==> config.mk <==
export PLATFORM = sky130hd
export DESIGN_NAME = sa_result_writer
export DESIGN_NICKNAME = d
export VERILOG_FILES = /design/src/rtl/sa_pkg.sv /design/src/rtl/sat_add8.sv /design/src/rtl/sa_result_writer.sv
export SDC_FILE = /design/constraint.sdc
export NUM_CORES = 1
export LEC_CHECK = 0
export ABC_AREA = 0
export CAP_MARGIN = 30
export CORE_ASPECT_RATIO = 1.2
export CORE_MARGIN = 2
export CORE_UTILIZATION = 52
export CTS_BUF_LIST = sky130_fd_sc_hd__clkbuf_4 sky130_fd_sc_hd__clkbuf_8
export DETAILED_ROUTE_END_ITERATION = 12
export PLACE_DENSITY = 0.91
export SLEW_MARGIN = 10
export SYNTH_ARGS = -nofsm -noshare
export SYNTH_HDL_FRONTEND = slang
export SYNTH_HIERARCHICAL = 1
export SYNTH_SLANG_ARGS = --single-unit
==> constraint.sdc <==
create_clock -name clk -period 3.9 [get_ports clk]
set_input_delay 0.78 -clock clk [delete_from_list [all_inputs] [get_ports clk]]
set_output_delay 0.78 -clock clk [all_outputs]
set_load 0.02 [all_outputs]
==> src/rtl/sa_pkg.sv <==
// Shared types and constants for the systolic-array result writer.
package sa_pkg;

    localparam int DATA_W  = 8;
    localparam int ADDR_W  = 6;
    localparam int SAT_MAX = 127;
    localparam int SAT_MIN = -128;

    typedef enum logic [1:0] {
        IDLE = 2'd0,
        RD   = 2'd1,
        WR   = 2'd2,
        DONE = 2'd3
    } wb_state_t;

endpackage

==> src/rtl/sat_add8.sv <==
// Combinational signed saturating adder: y = clamp(a + b, SAT_MIN, SAT_MAX).
module sat_add8
    import sa_pkg::*;
(
    input  logic [DATA_W-1:0] a,
    input  logic [DATA_W-1:0] b,
    output logic [DATA_W-1:0] y
);

    logic [DATA_W:0] sum;

    // One extra bit of headroom; a mismatch between the top two bits means
    // the true sum left the representable range, and the top bit gives the sign.
    always_comb begin
        sum = {a[DATA_W-1], a} + {b[DATA_W-1], b};
        y   = sum[DATA_W-1:0];
        if (sum[DATA_W] != sum[DATA_W-1]) begin
            y = sum[DATA_W] ? DATA_W'(SAT_MIN) : DATA_W'(SAT_MAX);
        end
    end

endmodule

==> src/rtl/sa_result_writer.sv <==
// Write-back stage behind the 2x2 systolic array: snapshots c11..c22 on start,
// optionally accumulates into RAM (read-modify-write), optionally applies ReLU,
// and writes four consecutive RAM words starting at out_baseaddr.
//
// Handshake: start is a level sampled only in IDLE; a start seen in any other
// state is dropped, not queued. busy is high for every cycle that drives the
// RAM (RD and WR), and is_done_o pulses for exactly one cycle after the fourth
// write. All operands are captured with start, so later input changes are ignored.
module sa_result_writer
    import sa_pkg::*;
(
    input  logic              clk,
    input  logic              rst,
    input  logic              start,
    input  logic [DATA_W-1:0] c11,
    input  logic [DATA_W-1:0] c12,
    input  logic [DATA_W-1:0] c21,
    input  logic [DATA_W-1:0] c22,
    input  logic [ADDR_W-1:0] out_baseaddr,
    input  logic              acc_en,
    input  logic              relu_en,
    input  logic [DATA_W-1:0] ram_q,
    output logic [ADDR_W-1:0] ram_addr,
    output logic [DATA_W-1:0] ram_data,
    output logic              ram_we,
    output logic              busy,
    output logic              is_done_o
);

    wb_state_t         state;
    wb_state_t         state_nxt;
    logic [1:0]        idx;
    logic [DATA_W-1:0] buf_q [4];
    logic [ADDR_W-1:0] base_q;
    logic              acc_q;
    logic              relu_q;

    logic [DATA_W-1:0] cur_elem;
    logic [DATA_W-1:0] acc_sum;
    logic [DATA_W-1:0] pre_relu;
    logic [DATA_W-1:0] result;
    logic [ADDR_W-1:0] elem_addr;

    // State register plus operand capture and element index advance.
    always_ff @(posedge clk) begin
        if (rst) begin
            state  <= IDLE;
            idx    <= 2'd0;
            base_q <= '0;
            acc_q  <= 1'b0;
            relu_q <= 1'b0;
            for (int i = 0; i < 4; i++) begin
                buf_q[i] <= '0;
            end
        end else begin
            state <= state_nxt;
            if (state == IDLE && start) begin
                buf_q[0] <= c11;
                buf_q[1] <= c12;
                buf_q[2] <= c21;
                buf_q[3] <= c22;
                base_q   <= out_baseaddr;
                acc_q    <= acc_en;
                relu_q   <= relu_en;
                idx      <= 2'd0;
            end else if (state == WR && idx != 2'd3) begin
                idx <= idx + 2'd1;
            end
        end
    end

    // Next-state decode: accumulate runs alternate RD/WR, plain runs stay in WR.
    always_comb begin
        state_nxt = state;
        unique case (state)
            IDLE: if (start) state_nxt = acc_en ? RD : WR;
            RD:   state_nxt = WR;
            WR:   if (idx == 2'd3) state_nxt = DONE;
                  else             state_nxt = acc_q ? RD : WR;
            DONE: state_nxt = IDLE;
            default: state_nxt = IDLE;
        endcase
    end

    sat_add8 u_sat_add (
        .a (cur_elem),
        .b (ram_q),
        .y (acc_sum)
    );

    // Write data path: ram_q here is the word fetched by the preceding RD cycle.
    always_comb begin
        cur_elem  = buf_q[idx];
        pre_relu  = acc_q ? acc_sum : cur_elem;
        result    = (relu_q && pre_relu[DATA_W-1]) ? '0 : pre_relu;
        elem_addr = base_q + ADDR_W'(idx);
    end

    // Moore output decode; idle values apply wherever a state does not drive a signal.
    always_comb begin
        ram_addr  = '0;
        ram_data  = '0;
        ram_we    = 1'b0;
        busy      = 1'b0;
        is_done_o = 1'b0;
        unique case (state)
            RD: begin
                ram_addr = elem_addr;
                busy     = 1'b1;
            end
            WR: begin
                ram_addr = elem_addr;
                ram_data = result;
                ram_we   = 1'b1;
                busy     = 1'b1;
            end
            DONE:    is_done_o = 1'b1;
            default: ;
        endcase
    end

endmodule

; ---- Word level (Yosys, flattened, before mapping)
; Memory sizes are Yosys's and may differ from the RTL's. A register that Yosys moved wholly into a read port is not among the register bits.
; Index checks and enable logic that the tools add are counted.
[op_classes]
addsub = 3
multipliers = 0
n_div = 0
n_lt_le_gt_ge = 0
eq_ne = 7
shift = 0
muxes = 25
n_bitwise = 4
n_reduce_logical = 6
[ops]
columns = op, count
row1 = two-way mux 8 bit, 9
row2 = two-way mux 2 bit, 6
row3 = adder 8 x 8 -> 9 bit, 1
row4 = two-way mux 1 bit, 8
row5 = one-hot mux 2 bit (4 select lines), 1
row6 = adder 6 x 2 -> 6 bit, 1
row7 = equality test 2 bit (second input constant), 3
row8 = two-way mux 6 bit, 1
row9 = != test 2 bit (second input constant), 2
row10 = bitwise OR 1 bit, 4
row11 = OR reduction 2 bit, 2
row12 = logical AND 1 bit, 3
row13 = adder 2 x 1 -> 2 bit (second input constant), 1
row14 = equality test 2 x 1 -> 1 bit (second input constant), 1
row15 = logical NOT 2 bit, 1
row16 = != test 1 bit, 1
[totals]
ff_bits = 12
latchBits = 0
mem_bits_rw = 32
mem_bits_ro = 0
inputBits = 51
out_inout_bits = 17
wordCells = 51
memories = 1
[memory_table]
columns = name, depth, word_bits, rd, rd_ports_with_merged_regs, wr, line_no
row1 = buf_q, 4, 8, 1, 1, 4, sa_result_writer.sv:33  ; logic [DATA_W-1:0] buf_q [4];

; ---- Logic depth before layout (Yosys ltp)
; Gate-level depths: netlist of run 1.
[logic_depth]
word_depth = 7
depth_mapped = 11
ltp_nobuf = 10

; ---- Cells and area by module
; The synthesis of run 1 kept the hierarchy.
[by_module_without_submodules]
columns = mod, n_inst, cells_per_inst, area_per_inst_um2, seq_area_each_um2
row1 = sa_result_writer, 1, 165, 2218.4, 1241.2
row2 = sat_add8, 1, 94, 635.6, 0.0

; ---- Worst setup path before layout of run 1
; Ideal clock, no wire load.
[synth_timing]
path_type = reg2out
startpoint = reg with a tool-made name
endpoint = out ram_data[0]
arrival_ns = 2.885
required_time_ns = 3.120
setup_slack_ns = 0.235
stages_incl_launch_ff = 12
n_path_buf = 1
path_cell_list = dfxtp_1 -> buf_6 -> mux4_1 -> ha_1 -> inv_1 -> fa_1 -> nand2b_1 -> a21o_1 -> a21oi_2 -> o21ai_0 -> a21oi_1 -> a22o_1
[synth_lines]
columns = element, line_no
row1 = end: declaration, sa_result_writer.sv:24  ; output logic [DATA_W-1:0] ram_data,

==> summary.txt, run 1 <==
Clock network
  – CTS tree: built
  – Sink Count: 46
  – H-tree depth: 2
  – Post-CTS Hold Buffers: 0
  – Clock buffer count from CTS: 5
  – Clk_lat worst skew: 0.30 ns
  – Clk slew on worst S/H paths: 0.08 ns
  – Root buffer cell: clkbuf_8
  – Clock buffer depth: 2

Yosys
  – Most frequent cell after synthesis: and2_1
  – Yosys Warn Count: 6
  – Top_reg_cell synth: edfxtp_1
  – Distinct cells, synth: 52
  – Cell taking the most area after synthesis: edfxtp_1
  – FF+latch count, synth: 46
  – EDFF count, synth: 32
  – Commonest cells in the netlist: 38 x and2_1, 32 x edfxtp_1, 19 x nor2_1, 15 x ha_1
  – Area contributors post-synth: edfxtp_1 34%, dfxtp_1 9.8%, and2_1 8.3%
  – Syn Inst Count: 259
  – Fraction of registers with async set/reset: 0
  – Synth top area share: 0.3367
  – Mapped cell area: between 2000 and 3000 µm²
  – Post-Syn Area per Cell: roughly 11 µm²
  – Synth Net Count: 327
  – Sequential fraction of the synthesis area: 0.4349

Detailed routing
  – 1st-pass router iterations: 4
  – DRT iter0 DRCs: ~140
  – DRC viols: 0
  – Post-DR vias/cell: about 5.7
  – DRT Wirelength: around 7.5 mm
  – WL per Instance: ~17 µm
  – Via count: ~2500
  – ANT nets after route: 0

STA
  – FMAX: 253.2 MHz
  – Slew HR: 0.7543
  – Setup violations, final: 5
  – Crit share post-route: 1.013
  – Fin. Hold Viols: 0
  – Max Transition Viols Final: 0
  – Worst-Margin Slew: between 0.3 and 0.4 ns
  – Setup TNS Final: -0.1262 ns
  – RSZ-0062 raised after global routing: yes
  – Setup Skew: 0.002684 ns
  – Setup WS post-layout: -0.04879 ns
  – Min Tclk post-route: between 3 and 4 ns

Placement
  – Routability cong.: roughly 0.96
  – Post-DP HPWL: between 5 and 6 mm
  – Area post-placement: roughly 3800 µm²
  – Port bufs: between 60 and 70

Outcome
  – Outcome: finished with violations
  – Failing checks: setup timing

Setup path
  – Cell mode on critical path: buf_6
  – CP Capture Type: primary output
  – Worst path cell trace: mux4_2 -> ha_4 -> inv_2 -> fa_2 -> nand2b_4 -> a21o_1 -> buf_6 -> a21oi_4 -> buf_6 -> a21o_1 -> a221o_1 -> a22o_1 -> buf_6
  – Crit Path Class: register to primary output
  – Worst setup SP type: register
  – Critical-path top delay cell: mux4_2
  – Buf/Inv on CP: 4
  – Slowest stage delay, CP: ~0.59 ns
  – Worst-path fanout max: 8
  – Worst EP required: ~3.1 ns
  – Crit-path leading delay family: compound AO/OA/AOI/OAI gates
  – WP data arrival: ~3.2 ns

Finish
  – Nets: between 400 and 500
  – Syn-to-layout area delta: 49.41%
  – Fillers: ~330
  – Antenna cells: 0
  – Layout cells sized above 1: 0.3043
  – Finished Cell Area: roughly 4300 µm²

Global routing
  – Pin count of the biggest net entering global routing: slightly above 40
  – First-pass GRT wire length: 12.05 mm
  – Initial antenna violation count: 0
  – Tot GR Track Use: 0.2550
  – Grt ovf: 0
  – Vias in the first global route: approximately 2600

Min path
  – Hold Crit Class: register to register

Floorplanning
  – Starting density of the core: 0.5387
  – Ports: approximately 70
  – Die area: 6100 µm²
  – DIE WIDTH: between 70 and 80 µm
  – Core region area: between 5000 and 6000 µm²
  – Row count: 29
  – Die H: ~85 µm

Power
  – P_leak: 1.700 nW
  – Peak supply drop: between 0.0004 and 0.0005 V
  – PD cells: 452.6 nW/µm²

Flow run
  – Max Cap Viol: 0
## layout make-up
cell class                      count  area [µm²]  area share
Multi-Input combinational cell    193        1779      0.4173
Sequential cell                    46        1246      0.2923
Timing Repair Buffer              110        1002      0.2350
Tap cell                           62       77.57     0.01819
Clock buffer                        5       68.82     0.01614
Clock inverter                      3       45.04     0.01056
Inverter                           11       45.04     0.01056
## routing by layer
layer | GRT usage | share of wire | routed length (µm) | vias up
met5 | 0 | 0 | 0 | -
met4 | 0.1252 | 0.025 | 186 | 0
met3 | 0.04038 | 0.043 | 321 | 15
met2 | 0.4554 | 0.56 | 4182 | 87
met1 | 0.2927 | 0.38 | 2827 | 1184
li1 | - | - | - | 1171
## cell families after synthesis
family	Yosys count	synth area share
muxes	13	0.08593
xor gates and xnor gates	8	0.02455
AOI/OAI and AO/OA	63	0.1600
buffers and inverters	20	0.03244
and+or+nand+nor	91	0.1789
adders and majority gates	18	0.08330
DFF	46	0.4349
## layout by cell type (no fill, tap or decap), types with 5 or more instances in the layout
cell and instances:
clkdlybuf4s50_1 56, buf_4 41, and2_1 38, edfxtp_1 32, nor2_1 17, a22o_1 14
dfxtp_1 12, nand2_1 11, inv_1 9, ha_1 8, mux4_2 7, buf_6 7
ha_4 7, a21o_1 6, a21oi_1 6, xnor2_1 5, clkbuf_8 5
## state kept, by name, indices dropped and copies added (netlist names), named ones only
| register | cells |
|---|---|
| idx | 2 |
| state | 2 |
| relu_q | 1 |
| base_q | 6 |
| buf_q | 32 |
| acc_q | 1 |
## path summary, 6_finish.rpt
check	from	endpoint	slack (ns)	depth (start not counted)
worst max-delay path	register	ram_data[3]	-0.05	13
worst min-delay path	base_q[0]	base_q[0]	0.50	1
worst max register to register	state[1]	buf_q[0][3]	2.01	6
worst min register to register	base_q[0]	base_q[0]	0.50	1
## stage by stage
step                      total power, W  setup WS [ns]  cells    util  hold slack, ns
final                           0.001930       -0.04879    430  0.8049          0.4983
after global routing            0.002027        -0.1671    430  0.8049          0.5246
after CTS                       0.001798        -0.1096    427  0.7704          0.4989
after detailed placement        0.001330        -0.6671    412  0.7175          0.4756
after global placement          0.001309        -0.6436    412  0.7175          0.4701
after floorplan                 0.001049         0.2347    259       -          0.4536
## report_power, final
part | leakage (nW) | internal (W) | switching, W
clock network | 0.0504 | 0.000191 | 0.000163
logic | 1.19 | 0.000490 | 0.000454
registers | 0.460 | 0.000593 | 0.0000388
## repair_timing
action,in CTS,in global routing
pin swaps,19,17
gates resized for setup,76,34
setup endpoints to repair,8,8
setup buffers,9,3
endpoints found under the hold margin,0,0
No activity file was read; power rests on OpenSTA's default activity.
==> run 2, diff against run 1 <==
CORE_UTILIZATION = 30   (was 52)
PLACE_DENSITY = 0.61   (was 0.91)
SLEW_MARGIN = 20   (was 10)
clock period = 4.1 ns   (was 3.9 ns; I/O delays follow)
==> run 2 against run 1 <==
The run now ends clean. Clock skew down 0.0011 ns. Sequential power shrank 6.0%. Combinational power is 17% lower. Worst setup slack improved by 0.11 ns. Die area increased by 69%. Hold slack better by 0.0077 ns. Design area shrank 2.3%. Total power is 14% lower. Global-route usage shrank 12 points. Non-clock buffer count is 5 lower. First-iteration DRC count decreased by 31%. Critical path type unchanged. Largest cell class unchanged. Largest power group unchanged. Highest routed layer unchanged.
==> summary.txt, run 2 (same netlist as run 1, synthesis figures left out) <==
Setup path
  – Flop2flop setup slack: 2.13 ns (was 2.01 ns)
  – Worst setup SP type: register (unchanged)
  – Worst-case reg-to-reg path depth: 5 (was 6)
  – WP data arrival: 3.22 ns (was 3.17 ns)
  – Crit Path Class: register to primary output (unchanged)
  – Worst EP required: 3.28 ns (was 3.12 ns)
  – Worst-path fanout max: 5 (was 8)
  – Worst R2R Start: state[1] (unchanged)
  – Worst R2R End: buf_q[2][3] (was buf_q[0][3])
  – CP Capture Type: primary output (unchanged)

Detailed routing
  – DRT Wirelength: 6.800 mm (was 7.518 mm)
  – 1st-pass router iterations: 4 (unchanged)
  – Via count: 2335 (was 2457)
  – DRT iter0 DRCs: 99 (was 143)
  – Top sig layer: met4 (unchanged)
  – WL per Instance: 13.99 µm (was 17.48 µm)
  – Post-DR vias/cell: 4.805 (was 5.714)
  – DRT met1 WL: 2.784 mm (was 2.827 mm)
  – Met2 WL: 3.605 mm (was 4.182 mm)
  – Met3 WL: 216 µm (was 321 µm)
  – DRC viols: 0 (unchanged)
  – ANT nets after route: 0 (unchanged)

Global routing
  – Grt ovf: 0 (unchanged)
  – First-pass GRT wire length: 11.34 mm (was 12.05 mm)
  – Initial antenna violation count: 0 (unchanged)
  – Vias in the first global route: 2498 (was 2583)
  – Tot GR Track Use: 0.1373 (was 0.2550)
  – Pin count of the biggest net entering global routing: 41 (unchanged)

Finish
  – Syn-to-layout area delta: 45.94% (was 49.41%)
  – Finished Cell Area: 4165 µm² (was 4264 µm²)
  – Most common cell after layout, fill and taps aside: clkdlybuf4s50_1 (unchanged)
  – Max FFs per register: 32 (unchanged)
  – Nets: 430 (was 435)
  – Antenna cells: 0 (unchanged)
  – Layout cells sized above 1: 0.2590 (was 0.3043)
  – Most flops, register: buf_q (unchanged)
  – Most frequent cells in the layout: 57 x clkdlybuf4s50_1, 38 x and2_1, 35 x buf_4, 32 x edfxtp_1, 18 x nor2_1 (was 56 x clkdlybuf4s50_1, 41 x buf_4, 38 x and2_1, 32 x edfxtp_1, 17 x nor2_1)
  – Largest regs: buf_q (32), base_q (6) (unchanged)
  – Post-layout util: 0.4446 (was 0.8049)
  – Fillers: 925 (was 327)

Clock network
  – Sink Count: 46 (unchanged)
  – Root buffer cell: clkbuf_8 (unchanged)
  – CTS tree: built (unchanged)
  – H-tree depth: 2 (unchanged)
  – Clock buffer depth: 2 (unchanged)
  – Post-CTS Hold Buffers: 0 (unchanged)
  – Clk slew on worst S/H paths: 0.08 ns (about the same)
  – Clk_lat worst skew: 0.30 ns (about the same)
  – Clock buffer count from CTS: 5 (unchanged)

STA
  – Setup Skew: 0.001628 ns (was 0.002684 ns)
  – Hold_ws: 0.5061 ns (was 0.4983 ns)
  – RSZ-0062 raised after global routing: yes (unchanged)
  – Worst-Margin Slew: 0.7110 ns (was 0.3681 ns)
  – Setup TNS Final: 0 ns (was -0.1262 ns)
  – Max Transition Viols Final: 0 (unchanged)
  – Crit share post-route: 0.9851
  – FMAX: around 250 MHz
  – Fin. Hold Viols: 0 (unchanged)
  – Min Tclk post-route: a little over 4 ns
  – Setup violations, final: 0 (was 5)
  – Slew HR: 0.5260 (was 0.7543)

Floorplanning
  – DIE WIDTH: 93.04 µm (was 71.63 µm)
  – Core region area: 9369 µm² (was 5298 µm²)
  – Die area: 10310 µm² (was 6100 µm²)
  – Starting density of the core: 0.3046 (was 0.5387)
  – Ports: 68 (unchanged)
  – Die H: 110.8 µm (was 85.16 µm)
  – Row count: 39 (was 29)

Placement
  – Routability cong.: 0.8447 (was 0.9591)
  – Area post-placement: 3885 µm² (was 3801 µm²)
  – Port bufs: 67 (unchanged)
  – Post-DP HPWL: 5.119 mm (was 5.027 mm)

Power
  – Comb pwr share: 0.474 (was 0.489)
  – Clk pwr share: 0.169 (was 0.183)
  – Reg power frac: 0.357 (was 0.327)
  – Sw Share: 0.3297 (was 0.3401)
  – P_leak: 1.661 nW (was 1.700 nW)
  – Net switching power: 0.0005476 W (was 0.0006563 W)
  – Int Pwr: 0.001113 W (was 0.001273 W)
  – Peak supply drop: 0.0002143 V (was 0.0004502 V)
  – PD cells: 398.7 nW/µm² (was 452.6 nW/µm²)
  – Final Total Pwr: 0.001661 W (was 0.001930 W)

Outcome
  – Outcome: complete, no violations (was finished with violations)

Min path
  – Hold Crit Class: register to register (unchanged)
  – Hold endpoint: base_q[0] (unchanged)
  – Hold Crit Depth: 1 (unchanged)
  – Min-Delay Startpoint: base_q[0] (unchanged)

Flow run
  – Max Cap Viol: 0 (unchanged)
## run 2: cell types whose count changed in the layout (fill, tap and decap cells not counted), sizes merged, moves of 2 or more
cell	change
buf	-5
clkbuf	+2
clkinvlp	-3
dlygate4sd2	-2
## run 2: repair_timing
action | 4_1_cts | 5_1_grt
gates resized for setup | 59 | 23
pin swaps | 9 | 13
setup endpoints to repair | 8 | 8
buffers inserted | 3 | 1
## run 2: worst max path at each step
stage / cells past startpoint / slack (ns) / end / startpoint
6_report: 10 / 0.06 / ram_data[3] / register
5_1_grt: 10 / -0.04 / ram_data[3] / register
4_1_cts: 13 / -0.000006 / ram_data[3] / register
3_5_place_dp: 11 / -0.58 / ram_data[6] / ram_q[0]
3_3_place_gp: 11 / -0.56 / ram_data[6] / ram_q[0]
2_1_floorplan: 9 / 0.36 / ram_data[0] / ram_q[0]
## run 2: final cells by class
| type | count | area (µm²) | share of cell area |
|---|---|---|---|
| clock buffer | 7 | 90.09 | 0.02163 |
| sequential | 46 | 1246 | 0.2992 |
| timing repair buffer | 105 | 944.7 | 0.2268 |
| inverter | 11 | 41.29 | 0.009913 |
| multi-input combinational | 193 | 1684 | 0.4043 |
| clock inverter | 1 | 5.005 | 0.001202 |
| tap | 123 | 153.9 | 0.03695 |
## run 2: metal layers
metal | vias to the layer above | global-route usage
met4 | 0 | 0.06078
li1 | 1158 | -
met5 | - | 0
met2 | 53 | 0.2464
met1 | 1108 | 0.1590
met3 | 16 | 0.02107
## run 2: power groups by stage
| stage | combinational [W] | clock (W) | sequential [W] |
|---|---|---|---|
| 2_1_floorplan | 0.000406 | 0 | 0.000592 |
| 3_3_place_gp | 0.000665 | 0 | 0.000597 |
| 3_5_place_dp | 0.000671 | 0 | 0.000602 |
| 4_1_cts | 0.000748 | 0.000294 | 0.000594 |
| 5_1_grt | 0.000864 | 0.000313 | 0.000601 |
| 6_report | 0.000786 | 0.000281 | 0.000594 |
## run 2: per-stage QoR
step / cells / setup WS, ns
final: 486 / 0.06104
after global routing: 486 / -0.04134
after CTS: 485 / -0.000005551
after detailed placement: 474 / -0.5786
after global placement: 474 / -0.5568
after floorplan: 259 / 0.3620
## run 2: critical path: stages (launching register included)
cell,delay (ns)
dfxtp_4,0.37
buf_6,0.12
mux4_2,0.60
ha_4,0.32
nand3_4,0.08
a2111o_1,0.43
and2_4,0.17
a21o_1,0.15
a221o_1,0.31
a22o_1,0.23
buf_6,0.13
==> run 3, diff against run 2 <==
PLACE_DENSITY = 0.62   (was 0.61)
SYNTH_HIERARCHICAL = default   (was 1)
==> run 3 against run 2 <==
Final cell count shrank 14%. Synthesized area shrank 9.5%. Worst setup slack gained 0.11 ns. Sequential power shrank 2%. Synthesized cell count shrank 17%. Design area shrank 12%. Sequential cell count is the same. Clock power grew 20%. Critical path depth is the same. Die area shrank 9.1%. Critical path type unchanged. Critical endpoint is now ram_data[0]. Largest cell class unchanged. Largest power group is now sequential cells. Highest routed layer unchanged.
==> summary.txt, run 3 <==
Yosys
  – Sequential fraction of the synthesis area: 0.4804 (was 0.4349)
  – Commonest cells in the netlist: 38 x and2_1, 32 x edfxtp_1, 15 x ha_1, 14 x dfxtp_1, 13 x nor2_1 (was 38 x and2_1, 32 x edfxtp_1, 19 x nor2_1, 15 x ha_1)
  – EDFF count, synth: 32 (unchanged)
  – Area contributors post-synth: edfxtp_1 37%, dfxtp_1 11%, and2_1 9.2% (was edfxtp_1 34%, dfxtp_1 9.8%, and2_1 8.3%)
  – Most frequent cell after synthesis: and2_1 (unchanged)
  – Synth top area share: 0.3719 (was 0.3367)
  – FF+latch count, synth: 46 (unchanged)
  – Mapped cell area: 2584 µm² (was 2854 µm²)
  – Top_reg_cell synth: edfxtp_1 (unchanged)
  – Cell taking the most area after synthesis: edfxtp_1 (unchanged)
  – Synth Net Count: 283 (was 327)
  – Post-Syn Area per Cell: 12.02 µm² (was 11.02 µm²)
  – Yosys Warn Count: 0 (was 6)
  – Distinct cells, synth: 37 (was 52)
  – Syn Inst Count: 215 (was 259)
  – Fraction of registers with async set/reset: 0 (unchanged)

Power
  – Peak supply drop: 0.0001476 V (was 0.0002143 V)
  – Final Total Pwr: 0.001369 W (was 0.001661 W)
  – PD cells: 374.4 nW/µm² (was 398.7 nW/µm²)
  – P_leak: 1.439 nW (was 1.661 nW)

Detailed routing
  – DRT iter0 DRCs: 83 (was 99)
  – ANT nets after route: 0 (unchanged)
  – DRC viols: 0 (unchanged)
  – WL per Instance: 13.33 µm (was 13.99 µm)
  – 1st-pass router iterations: 4 (unchanged)
  – Via count: 1936 (was 2335)
  – DRT Wirelength: 5.572 mm (was 6.800 mm)
  – Post-DR vias/cell: 4.632 (was 4.805)

Setup path
  – Worst EP required: 3.28 ns (about the same)
  – CP Capture Type: primary output (unchanged)
  – WP data arrival: 3.11 ns (was 3.22 ns)
  – Flop2flop setup slack: 2.39 ns (was 2.13 ns)
  – Worst path cell trace: buf_12 -> mux4_1 -> ha_4 -> nand3_1 -> a21o_1 -> a21oi_4 -> buf_4 -> o211ai_4 -> a211oi_2 -> clkbuf_2 (was buf_6 -> mux4_2 -> ha_4 -> nand3_4 -> a2111o_1 -> and2_4 -> a21o_1 -> a221o_1 -> a22o_1 -> buf_6)
  – Worst R2R Start: state[1] (unchanged)
  – Critical-path top delay cell: mux4_1 (was mux4_2)
  – Worst R2R End: buf_q[2][1] (was buf_q[2][3])
  – Worst-case reg-to-reg path depth: 6 (was 5)
  – Worst-path fanout max: 8 (was 5)
  – Crit Path Class: register to primary output (unchanged)
  – Slowest stage delay, CP: 0.65 ns (was 0.60 ns)
  – Worst setup SP type: register (unchanged)

Clock network
  – Clk slew on worst S/H paths: 0.08 ns (about the same)
  – Post-CTS setup repair buffer count: 0 (was 3)
  – Sink Count: 46 (unchanged)
  – Clock buffer depth: 2 (unchanged)
  – Clk_lat worst skew: 0.29 ns (was 0.30 ns)
  – Root buffer cell: clkbuf_8 (unchanged)
  – CTS tree: built (unchanged)
  – H-tree depth: 2 (unchanged)
  – Clock buffer count from CTS: 5 (unchanged)

Floorplanning
  – Row count: 37 (was 39)
  – Core region area: 8472 µm² (was 9369 µm²)
  – Starting density of the core: 0.3050 (was 0.3046)
  – Ports: 68 (unchanged)
  – Die area: 9374 µm² (was 10310 µm²)
  – Die H: 105.7 µm (was 110.8 µm)
  – DIE WIDTH: 88.72 µm (was 93.04 µm)

Min path
  – Min-Delay Startpoint: base_q[0] (unchanged)
  – Hold Crit Depth: 1 (unchanged)
  – Hold Crit Class: register to register (unchanged)
  – Hold endpoint: base_q[0] (unchanged)

Global routing
  – Initial antenna violation count: 0 (unchanged)
  – Tot GR Track Use: 0.1247 (was 0.1373)
  – Grt ovf: 0 (unchanged)
  – Pin count of the biggest net entering global routing: 41 (unchanged)
  – Vias in the first global route: 1951 (was 2498)
  – First-pass GRT wire length: 9.066 mm (was 11.34 mm)

STA
  – Fin. Hold Viols: 0 (unchanged)
  – Setup violations, final: 0 (unchanged)
  – Setup Skew: 0.008837 ns (was 0.001628 ns)
  – Max Transition Viols Final: 0 (unchanged)
  – Slew HR: 0.6556 (was 0.5260)
  – Crit share post-route: 0.9585 (was 0.9851)
  – FMAX: 254.5 MHz (was 247.6 MHz)
  – Worst-Margin Slew: 0.5159 ns (was 0.7110 ns)
  – Min Tclk post-route: 3.930 ns (was 4.039 ns)

Placement
  – Port bufs: 67 (unchanged)
  – Area post-placement: 3530 µm² (was 3885 µm²)
  – Post-DP HPWL: 4.271 mm (was 5.119 mm)
  – Routability cong.: 0.9053 (was 0.8447)

Finish
  – Largest regs: buf_q (32), base_q (6) (unchanged)
  – Most frequent cells in the layout: 59 x clkdlybuf4s50_1, 38 x and2_1, 32 x edfxtp_1, 16 x buf_4, 14 x dfxtp_1 (was 57 x clkdlybuf4s50_1, 38 x and2_1, 35 x buf_4, 32 x edfxtp_1, 18 x nor2_1)
  – Nets: 368 (was 430)
  – Finished Cell Area: 3657 µm² (was 4165 µm²)
  – Layout cells sized above 1: 0.1661 (was 0.2590)
  – Syn-to-layout area delta: 41.55% (was 45.94%)
  – Max FFs per register: 32 (unchanged)
  – Fillers: 809 (was 925)
  – Most flops, register: buf_q (unchanged)
  – Most common cell after layout, fill and taps aside: clkdlybuf4s50_1 (unchanged)
  – Antenna cells: 0 (unchanged)

Flow run
  – Max Cap Viol: 0 (unchanged)

Outcome
  – Outcome: complete, no violations (unchanged)
==> run 3: cell types whose count changed in the layout (fill, tap and decap cells not counted), sizes merged, moves of 6 or more <==
cell	change
buf	-27
nor2	-6
clkbuf	+7
a211oi	+10
a22o	-7
==> run 3: worst max-delay path by stage <==
stage	from	to	slack, ns
final	register	ram_data[0]	0.17
after CTS	register	ram_data[4]	0.005
after global routing	register	ram_data[4]	-0.003
after floorplan	register	ram_data[7]	0.13
after global placement	ram_q[5]	ram_data[7]	-0.24
after detailed placement	ram_q[5]	ram_data[7]	-0.18
==> run 3: final cells by class <==
type,count,area (µm²),area share
clock inverter,1,30.03,0.008211
timing repair buffer,85,790.8,0.2162
sequential,46,1241,0.3394
inverter,7,26.28,0.007184
clock buffer,7,83.83,0.02292
multi-input combinational,155,1339,0.3661
tap,117,146.4,0.04003
==> run 3: routing by layer <==
metal | vias up | routed length (µm) | global-route usage
met2 | 58 | 2814 | 0.2084
met3 | 12 | 247 | 0.01801
li1 | 970 | - | -
met1 | 896 | 2361 | 0.1558
met5 | - | 0 | 0
met4 | 0 | 148 | 0.05736
==> run 3: kinds of logic (layout without fill, tap and decap cells) <==
logic type / after synthesis / in the layout / share of synthesized area
DFF: 46 / 46 / 0.4804
adders and majority gates: 17 / 17 / 0.08814
and+or+nand+nor: 69 / 69 / 0.1448
AOI/OAI and AO/OA: 51 / 51 / 0.1496
xor gates and xnor gates: 10 / 10 / 0.03390
muxes: 8 / 8 / 0.07990
buffers and inverters: 14 / 100 / 0.02325
==> run 3: critical path, delay by kind of cell, from the launching register on <==
family | cells | cell delay (ns)
fa+ha+maj | 1 | 0.34
simple gates | 1 | 0.15
buf+inv | 3 | 0.51
compound gates | 4 | 0.81
mux | 1 | 0.65
flops | 1 | 0.36
==> run 3: through the flow <==
stage          setup WS (ns)    util  cells  hold slack (ns)   TNS (ns)
2_1_floorplan         0.1269       -    215           0.4536          0
3_3_place_gp         -0.2405  0.4166    410           0.4679     -1.295
3_5_place_dp         -0.1831  0.4166    410           0.4767     -1.250
4_1_cts             0.005002  0.4335    418           0.5010          0
5_1_grt            -0.002541  0.4317    418           0.5278  -0.002541
6_report              0.1701  0.4317    418           0.4954          0
==> run 3: power by group <==
part / internal [W] / switching, W / leakage [nW]
clock network: 0.000196 / 0.000142 / 0.0593
registers: 0.000558 / 0.0000246 / 0.459
logic: 0.000228 / 0.000221 / 0.920
==> run 3: what timing repair did <==
| item | in CTS | in global routing |
|---|---|---|
| hold buffers | 0 | 0 |
| setup endpoints to repair | 8 | 8 |
| pin swaps | 3 | 1 |
| gates resized for setup | 20 | 24 |
